## config.mk

```make
export PLATFORM = sky130hd
export DESIGN_NAME = pipe_stage_skid
export DESIGN_NICKNAME = d
export VERILOG_FILES = /design/src/rtl/pipe_stage_skid_pkg.sv /design/src/rtl/pipe_skid_ctrl.sv /design/src/rtl/pipe_stage_skid.sv
export SDC_FILE = /design/constraint.sdc
export NUM_CORES = 1
export LEC_CHECK = 0
export ABC_AREA = 0
export CORE_AREA = 2 2 131 133
export CTS_CLUSTER_SIZE = 25
export DETAILED_ROUTE_END_ITERATION = 8
export DIE_AREA = 0 0 133 135
export PLACE_DENSITY = 0.55
export RECOVER_POWER = 25
export SYNTH_ARGS = -nofsm -noshare
export SYNTH_HDL_FRONTEND = slang
export SYNTH_SLANG_ARGS = --single-unit
```

## constraint.sdc

```tcl
create_clock -name clock -period 4.7 [get_ports clock]
set_input_delay 0.94 -clock clock [delete_from_list [all_inputs] [get_ports clock]]
set_output_delay 0.94 -clock clock [all_outputs]
set_load 0.005 [all_outputs]
```

## src/rtl/pipe_stage_skid_pkg.sv

```systemverilog
// Shared definitions for the generic pipeline-stage latch: occupancy encodings
// and the payload layout used by the instantiating stages to build in_data.
package pipe_stage_skid_pkg;

  typedef enum logic [1:0] {
    OCC_EMPTY = 2'd0,
    OCC_ONE   = 2'd1,
    OCC_TWO   = 2'd2
  } occ_e;

  localparam int PC_W      = 32;
  localparam int INSTR_W   = 32;
  localparam int PAYLOAD_W = PC_W + INSTR_W;

  // addi x0, x0, 0 -- the canonical NOP placed in the instruction field of a bubble
  localparam logic [INSTR_W-1:0] NOP_INSTR = 32'h0000_0013;

  function automatic logic [PAYLOAD_W-1:0] bubble_payload(input logic [PC_W-1:0] pc);
    return {pc, NOP_INSTR};
  endfunction

endpackage

```

## src/rtl/pipe_skid_ctrl.sv

```systemverilog
// Occupancy FSM for the pipeline-stage latch: derives in_ready, out_valid and the
// load enables for the main/skid payload registers held in the top.
module pipe_skid_ctrl
  import pipe_stage_skid_pkg::*;
#(
  parameter int SKID = 1
) (
  input  logic       clock,
  input  logic       reset,
  input  logic       flush,
  input  logic       stall,
  input  logic       in_valid,
  input  logic       out_ready,
  output logic       in_ready,
  output logic       out_valid,
  output logic       load_main,
  output logic       main_from_skid,
  output logic       load_skid,
  output logic [1:0] occupancy
);

  occ_e state_q, state_d;
  logic in_ready_q, in_ready_d;
  logic in_fire, out_fire;

  assign out_valid = (state_q != OCC_EMPTY) && !stall;
  assign out_fire  = out_valid && out_ready;
  // Skid variant presents a pure flop; single-register variant may pass through a same-cycle drain.
  assign in_ready  = (SKID != 0) ? in_ready_q
                                 : (!reset && ((state_q == OCC_EMPTY) || out_fire));
  assign in_fire   = in_valid && in_ready;
  assign occupancy = state_q;

  always_comb begin
    state_d        = state_q;
    load_main      = 1'b0;
    main_from_skid = 1'b0;
    load_skid      = 1'b0;
    if (flush) begin
      state_d = OCC_EMPTY;
    end else begin
      case (state_q)
        OCC_EMPTY: begin
          if (in_fire) begin
            state_d   = OCC_ONE;
            load_main = 1'b1;
          end
        end
        OCC_ONE: begin
          if (in_fire && out_fire) begin
            load_main = 1'b1;
          end else if (in_fire) begin
            state_d   = OCC_TWO;
            load_skid = 1'b1;
          end else if (out_fire) begin
            state_d = OCC_EMPTY;
          end
        end
        OCC_TWO: begin
          if (out_fire) begin
            state_d        = OCC_ONE;
            load_main      = 1'b1;
            main_from_skid = 1'b1;
          end
        end
        default: state_d = OCC_EMPTY;
      endcase
    end
    in_ready_d = (state_d != OCC_TWO);
  end

  always_ff @(posedge clock or posedge reset) begin
    if (reset) begin
      state_q    <= OCC_EMPTY;
      in_ready_q <= 1'b1;
    end else begin
      state_q    <= state_d;
      in_ready_q <= in_ready_d;
    end
  end

endmodule

```

## src/rtl/pipe_stage_skid.sv

```systemverilog
// Generic valid/ready pipeline-stage register with optional 2-entry skid buffer,
// stage-local stall/flush and bubble substitution on the output when empty.
module pipe_stage_skid
  import pipe_stage_skid_pkg::*;
#(
  parameter int                DATA_W      = PAYLOAD_W,
  parameter int                SKID        = 1,
  parameter int                BUBBLE_ZERO = 1,
  parameter logic [DATA_W-1:0] BUBBLE_VAL  = '0
) (
  input  logic              clock,
  input  logic              reset,
  input  logic              flush,
  input  logic              stall,
  input  logic              in_valid,
  input  logic [DATA_W-1:0] in_data,
  output logic              in_ready,
  output logic              out_valid,
  output logic [DATA_W-1:0] out_data,
  input  logic              out_ready,
  output logic [1:0]        occupancy
);

  logic              load_main, main_from_skid, load_skid;
  logic [DATA_W-1:0] main_q, main_d;
  logic [DATA_W-1:0] skid_q, skid_d;

  pipe_skid_ctrl #(
    .SKID(SKID)
  ) u_ctrl (
    .clock         (clock),
    .reset         (reset),
    .flush         (flush),
    .stall         (stall),
    .in_valid      (in_valid),
    .out_ready     (out_ready),
    .in_ready      (in_ready),
    .out_valid     (out_valid),
    .load_main     (load_main),
    .main_from_skid(main_from_skid),
    .load_skid     (load_skid),
    .occupancy     (occupancy)
  );

  always_comb begin
    main_d = main_q;
    if (load_main) begin
      main_d = main_from_skid ? skid_q : in_data;
    end
    skid_d = load_skid ? in_data : skid_q;
  end

  // main resets to the bubble so a held-value stage still shows a NOP out of reset
  always_ff @(posedge clock or posedge reset) begin
    if (reset) begin
      main_q <= BUBBLE_VAL;
    end else begin
      main_q <= main_d;
    end
  end

  always_ff @(posedge clock) begin
    skid_q <= skid_d;
  end

  assign out_data = ((BUBBLE_ZERO != 0) && (occupancy == 2'd0)) ? BUBBLE_VAL : main_q;

endmodule

```

### After elaboration in Yosys (flattened, before gate mapping)

Index checks and enable logic that the tools add are counted.

| storage, ports and cells | value |
|---|---|
| word-level logic and storage cells | 33 |
| output and inout port bits | 68 |
| flip-flop bits (word level) | 131 |
| bits of input ports | 70 |

| operators by class | value |
|---|---|
| mux-type cells | 19 |
| reduce and logical (&&, ||, !) cells | 7 |
| equal/unequal tests | 3 |

Operator list:

| kind | count |
|---|---|
| $mux 64 | 2 |
| $mux 2 | 6 |
| $mux 1 | 9 |
| $pmux 2 s3 | 1 |
| $logic_and 1x1->1 | 4 |
| $pmux 1 s3 | 1 |
| $eq 2x1->1 const B | 1 |
| $eq 2x2->1 const B | 1 |
| $logic_not 2->1 | 1 |
| $ne 2x2->1 const B | 1 |
| $reduce_bool 2->1 | 1 |
| $logic_not 1->1 | 1 |

### Longest topological paths before layout

| depth | value |
|---|---|
| depth after elaboration | 9 |
| depth in mapped cells | 5 |
| gate-level depth less buffers | 3 |

### Hierarchy

A second synthesis with hierarchy kept.

| unflattened totals | value |
|---|---|
| cells, all modules | 435 |
| area, all modules | 5,517.8 um^2 |

Modules (own cells, without submodules):

| module | times used | sequential area each (um^2) | area an instance (um^2) | cells an instance |
|---|---|---|---|---|
| pipe_stage_skid | 1 | 3,523.4 | 5,328.9 | 413 |
| pipe_skid_ctrl | 1 | 76.3 | 188.9 | 22 |

### Worst setup path before layout

Ideal clock, no wire load.

| timing path | value |
|---|---|
| path kind | input port to flip-flop |
| start point | input port stall |
| end point | register skid_q[0] (enable) |
| setup slack | 0.320 ns |
| library setup time | 0.486 ns |
| buffers on the path | 0 |
| cell stages on the path | 3 |
| data required time | 4.214 ns |
| data arrival time | 3.894 ns |
| path through | nand2b_1 nand3_1 nor2_1 |

| between the ends | value |
|---|---|
| word-level cells in the longest chain between the ends | 7 |

Ends and longest elaborated chain:

| what | RTL line | text |
|---|---|---|
| start: declaration | pipe_stage_skid.sv:14 | `input logic stall,` |
| $logic_not 1->1 | pipe_skid_ctrl.sv:26 | `assign out_valid = (state_q != OCC_EMPTY) && !stall;` |
| $logic_and 1x1->1 | pipe_skid_ctrl.sv:26 |  |
| $logic_and 1x1->1 | pipe_skid_ctrl.sv:27 | `assign out_fire = out_valid && out_ready;` |
| $logic_and 1x1->1 | pipe_skid_ctrl.sv:50 | `if (in_fire && out_fire) begin` |
| $mux 1 | pipe_skid_ctrl.sv:50 |  |
| $mux 1 | pipe_skid_ctrl.sv:42 | `case (state_q)` |
| $mux 1 | pipe_skid_ctrl.sv:39 | `if (flush) begin` |
| named net load_skid | pipe_stage_skid.sv:24 | `logic load_main, main_from_skid, load_skid;` |
| end signal: assignment | pipe_stage_skid.sv:63 | `skid_q <= skid_d;` |
| end: declaration | pipe_stage_skid.sv:26 | `logic [DATA_W-1:0] skid_q, skid_d;` |

The timed path passes the listed nets, and every way through them passes these cells.
A chain may end at the register's enable or synchronous reset.

### Final worst setup path

| timing path | value |
|---|---|
| start point | register u_ctrl.state_q[0], in the netlist u_ctrl.occupancy[0] |
| end point | output port out_data[14] |

| between the ends | value |
|---|---|
| word-level cells in the longest chain between the ends | 2 |

Ends and longest elaborated chain:

| what | RTL line | text |
|---|---|---|
| start: declaration | pipe_skid_ctrl.sv:22 | `occ_e state_q, state_d;` |
| start signal: assignment | pipe_skid_ctrl.sv:77 | `state_q <= state_d;` |
| $logic_not 2->1 | - |  |
| $mux 64 | pipe_stage_skid.sv:66 | `assign out_data = ((BUBBLE_ZERO != 0) && (occupancy == 2'd0)) ? BUBBLE_VAL : main_q;` |
| end: declaration | pipe_stage_skid.sv:19 | `output logic [DATA_W-1:0] out_data,` |

Every way passes these cells.

==> flow_summary.yaml <==
placement:
  post-dp-hpwl_mm: 8.217
  io_buffers: 137
  gp_congestion: 0.7232
  post_dp_cell_area_mm2: 0.007340
finish:
  diodes: 0
  areaGrowthSynthToFinish_pct: 38.20
  multi_input_area_mm2: 0.002009
  final_cell_mix: "mux2_2 (125), clkdlybuf4s50_1 (72), dfrtp_1 (66)"
  fin_area_mm2: 0.007913
  final_common_cell: "mux2_2"
  final_net_count: 577
  regArea_mm2: 0.003600
  nFillCells: 1433
  drive_above_1_share_pct: 32.12
route:
  drt_iter0_drc: 199
  drcViolationCount: 0
  viasPerCell: 4.678
  wire_per_inst_um: 17.23
  vias: 3462
  wl_mm: 12.75
  first_pass_iters: 4
  detail-route-antenna-nets: 0
clock_tree:
  cts_tree: "yes"
  cts.repair.resized: 0
  path_clk_slew_ns: 0.05
  clock_sinks: 131
  hold_buffers: 0
  cts_htree_levels: 4
  insertion_delay_ns: 0.42
  clockBufferDepth: 2
  root_buffer: "clkbuf_16"
  numCtsBuffers: 17
  cts_setup_buffers: 0
timing:
  setup_viol: 0
  fin_setup_tns_ns: 0
  fin_skew_ns: 0.006489
  slew_violations: 0
  relSlewSlack_pct: 18.54
  period_share_pct: 73.83
  tightestPinTransition_ns: 1.220
  layout_min_cycle_time_ns: 3.470
  maxClockFrequency_mhz: 288.2
  rsz0062_at_grt: "false"
  finalHoldViolCount: 0
  fin_hold_ws_ns: 0.4834
floorplan:
  io_pins: 138
  core_area_mm2: 0.01641
  rows: 47
  dieArea_mm2: 0.01796
  initial_utilization_pct: 34.90
  die_w_um: 133
  fp.dieH_um: 135
grt:
  grt_pass1_wl_mm: 20.21
  gr-usage-all-layers_pct: 14.90
  top_usage_layer: "met2"
  grt_start_max_net_pins: 39
  use_met2_pct: 23.86
  antenna_found_initial: 0
  overflow: 0
  use_met3_pct: 4.542
  use_met1_pct: 19.00
  first_global_vias: 3644
critical_path:
  arrival_ns: 2.53
  slowest_stage: "nor2_4"
  cp_max_fo: 34
  cp_data_required_time_ns: 3.76
  cpPeakStageDelay_ns: 0.73
  path_cells: "nor2_4 > buf_12 > nor2b_1 > clkdlybuf4s50_1"
  path_class: "flop to primary output"
  cp-start-kind: "flop"
  endpoint_kind: "primary output"
logic_synthesis:
  synth_area_per_cell_um2: 15.82
  synth_cells: 362
  seq_area_frac_synth_pct: 62.87
  synth.distinct_cells: 23
  ys_seq_elements: 131
  synth_warnings: 0
  syn_area_mm2: 0.005725
  synth_nets: 432
power:
  power.density_mw_per_mm2: 415.2
  peakVddDrop_v: 0.0002608
  clkPwrFrac_pct: 39.2
  p_switching_mw: 0.7337
  power.internal_mw: 2.552
  comb_power_share_pct: 17.1
  seq_power_share_pct: 43.7
  netSwitchingFraction_pct: 22.33
  power_mw: 3.285
  leakage_nw: 2.917
worst_hold_path:
  min_path_type: "flop to flop"
job:
  cap_violations: 0
status:
  run_status: "completed"
-- power by group through the flow --
| stage | Sequential [mW] | Combinational [mW] | Clock (mW) |
|---|---|---|---|
| 2_1_floorplan | 1.43 | 0.311 | 0 |
| 3_3_place_gp | 1.45 | 0.575 | 0 |
| 5_1_grt | 1.45 | 0.608 | 1.38 |
| 3_5_place_dp | 1.46 | 0.583 | 0 |
| 4_1_cts | 1.44 | 0.585 | 1.32 |
| 6_report | 1.44 | 0.561 | 1.29 |
-- cell type report --
type / instances / share of cell area (%)
clock buffers: 18 / 5.424
flip-flops and latches: 131 / 45.49
inverters: 1 / 0.04744
repair buffers: 146 / 18.34
well taps: 220 / 3.479
clock inverters: 14 / 1.818
multi-input cells: 210 / 25.40
-- registers in the layout, summed over array words and instances, names as in the netlist --
name,flops
skid_q,64
main_q,64
u_ctrl.occupancy,2
u_ctrl.in_ready,1
-- worst paths after layout --
kind                                endpoint                 from  cells past startpoint  slack (ns)
worst max-delay path            out_data[14]  u_ctrl.occupancy[0]                      4        1.23
worst min-delay path              main_q[34]           main_q[34]                      1        0.48
worst max register to register    main_q[53]  u_ctrl.occupancy[0]                      5        2.37
worst min register to register    main_q[34]           main_q[34]                      1        0.48
max in group asynchronous         main_q[41]                reset                      3        2.18
min in group asynchronous         main_q[36]                reset                      2        1.29
-- worst max-delay path, delay by kind of cell, from the launching register on --
family | cells | cell delay (ns)
flip-flops | 1 | 0.51
buffers and inverters | 2 | 0.77
AND/OR/NAND/NOR | 2 | 0.80
-- metal layers --
layer	wire length, µm	vias to the layer above
li1	-	1600
met4	184	0
met2	6219	79
met1	5785	1771
met5	0	-
met3	564	12
-- synthesized netlist by cell type, drive strengths merged --
| cell type | number | share of area, % |
|---|---|---|
| a21oi | 1 | 0.087 |
| a221oi | 1 | 0.46 |
| a41oi | 1 | 0.15 |
| and3b | 1 | 0.15 |
| buf | 12 | 1.7 |
| clkbuf | 8 | 0.52 |
| dfrtp | 66 | 29 |
| dfstp | 1 | 0.46 |
| edfxtp | 64 | 34 |
| inv | 1 | 0.065 |
| mux2 | 128 | 25 |
| mux2i | 1 | 0.17 |
| nand2b | 1 | 0.11 |
| nand3 | 3 | 0.26 |
| nand3b | 1 | 0.13 |
| nand4b | 1 | 0.15 |
| nand4bb | 1 | 0.48 |
| nor2 | 3 | 0.20 |
| nor2b | 65 | 7.1 |
| nor3 | 1 | 0.087 |
| or3 | 1 | 0.11 |
-- logic make-up after synthesis --
kind of cell,after synthesis,synth area share [%]
flip-flops,131,62.87
AND/OR/NAND/NOR,78,8.785
buffers and inverters,21,2.294
AO/OA/AOI/OAI,3,0.6993
multiplexers,129,25.35
-- metrics by stage --
stage,std cells,utilization (%),worst slack (ns)
2_1_floorplan,362,-,0.3198
3_3_place_gp,708,44.73,1.515
3_5_place_dp,708,44.73,1.487
4_1_cts,740,48.23,1.147
5_1_grt,740,48.23,1.066
6_report,740,48.23,1.230
Power figures use the tool's default switching activity.
==> edit: new RTL, same flow settings <==
Change the package constant `INSTR_W` from 32 to 40.
--- a/src/rtl/pipe_stage_skid_pkg.sv
+++ b/src/rtl/pipe_stage_skid_pkg.sv
@@ -11,3 +11,3 @@
   localparam int PC_W      = 32;
-  localparam int INSTR_W   = 32;
+  localparam int INSTR_W   = 40;
   localparam int PAYLOAD_W = PC_W + INSTR_W;
Interface: changed (resized in_data and out_data); port bits go from 138 to 154. No check against the original RTL was run, so the function may have changed too.
==> edit against the original RTL <==
- the flow now finishes with violations (capacitance limit, slew limit)
- utilization increased by 4.5 points
- critical endpoint is now out_data[1]
- wire length up 11%
- synthesized area is 13% higher
- clock skew increased by 2.9 ps
- first-iteration DRC count is 4.0% lower
- critical path type unchanged
- sequential cell count increased by 16
- synthesized cell count rose by 12%
- power rose by 3.2%
- cell area is 9.2% higher
- worst setup slack got worse by 72 ps
==> edit: results (changes against the original RTL) <==
* Outcome: finished with violations
- Violations in the final reports: capacitance limit, slew limit
* Antenna violations before repair: 1 (+1)
- Power share of the clock group: 33.9% (-5.3 points)
- The number of multi-input combinational cells in the layout came to 234 (+11%).
- Global-route met1 utilization: 21.2% (+2.2 points)
- The number of fillers in the final layout is 1385 (-3.3%).
- The slew of the pin with the lowest slew margin is 2130 ps (+911 ps).
- The met3 demand-to-capacity share in global routing is 6.38% (+1.8 points).
* Global router's overall resource usage: 16.8% (+1.9 points)
* Detail Route met2 WL: 6610 um (+6.4%)
- HPWL after detailed placement: 8700 um (+5.9%)
- The arrival time at the worst endpoint was 2600 ps (+70 ps).
* Gate count of the mapped netlist: 405 (+12%)
- Number of violations of the max-capacitance limit: 1 (+1)
* Proportion of synthesized chip area in sequential cells: 62.5% (-0.37 points)
* Maximum number of pins on one net before global-route repair: 74 (+90%)
* Via count normalized by instance count: 4.79 (+2.3%)
- After detailed routing, no signal wire sits above met5.
- The share of synthesized registers carrying an async set or reset was 51.0% (-0.12 points).
- The net count after synthesis came to 483 (+12%).
* Switching part of the total power: 22.6% (+0.24 points)
* Max-slew violation count: 43 (+43)
- Area fraction of clock buffers and clock inverters: 5.63% (-1.6 points)
- The fraction of layout instances using a drive strength above 1 was 30.9% (-1.2 points).
- Final standard cell utilization of the core: 52.7% (+4.5 points)
[edit: changes by cell type after synthesis]
cell	delta
sky130_fd_sc_hd__buf_6	+8
sky130_fd_sc_hd__mux2_1	-3
sky130_fd_sc_hd__mux2_2	+19
sky130_fd_sc_hd__edfxtp_1	+8
sky130_fd_sc_hd__buf_4	+1
sky130_fd_sc_hd__nor2b_1	+8
sky130_fd_sc_hd__buf_2	-6
sky130_fd_sc_hd__dfrtp_1	+8
[edit: worst paths after layout]
| path | cells after the start | slack, ps | end | startpoint |
|---|---|---|---|---|
| max | 4 | 1160 | out_data[1] | u_ctrl.occupancy[0] |
| min | 1 | 500 | main_q[10] | main_q[10] |
| max reg2reg | 4 | 2230 | main_q[34] | u_ctrl.occupancy[0] |
| min reg2reg | 1 | 500 | main_q[10] | main_q[10] |
| max in group asynchronous | 3 | 1860 | u_ctrl.in_ready | reset |
| min in group asynchronous | 2 | 1550 | main_q[7] | reset |
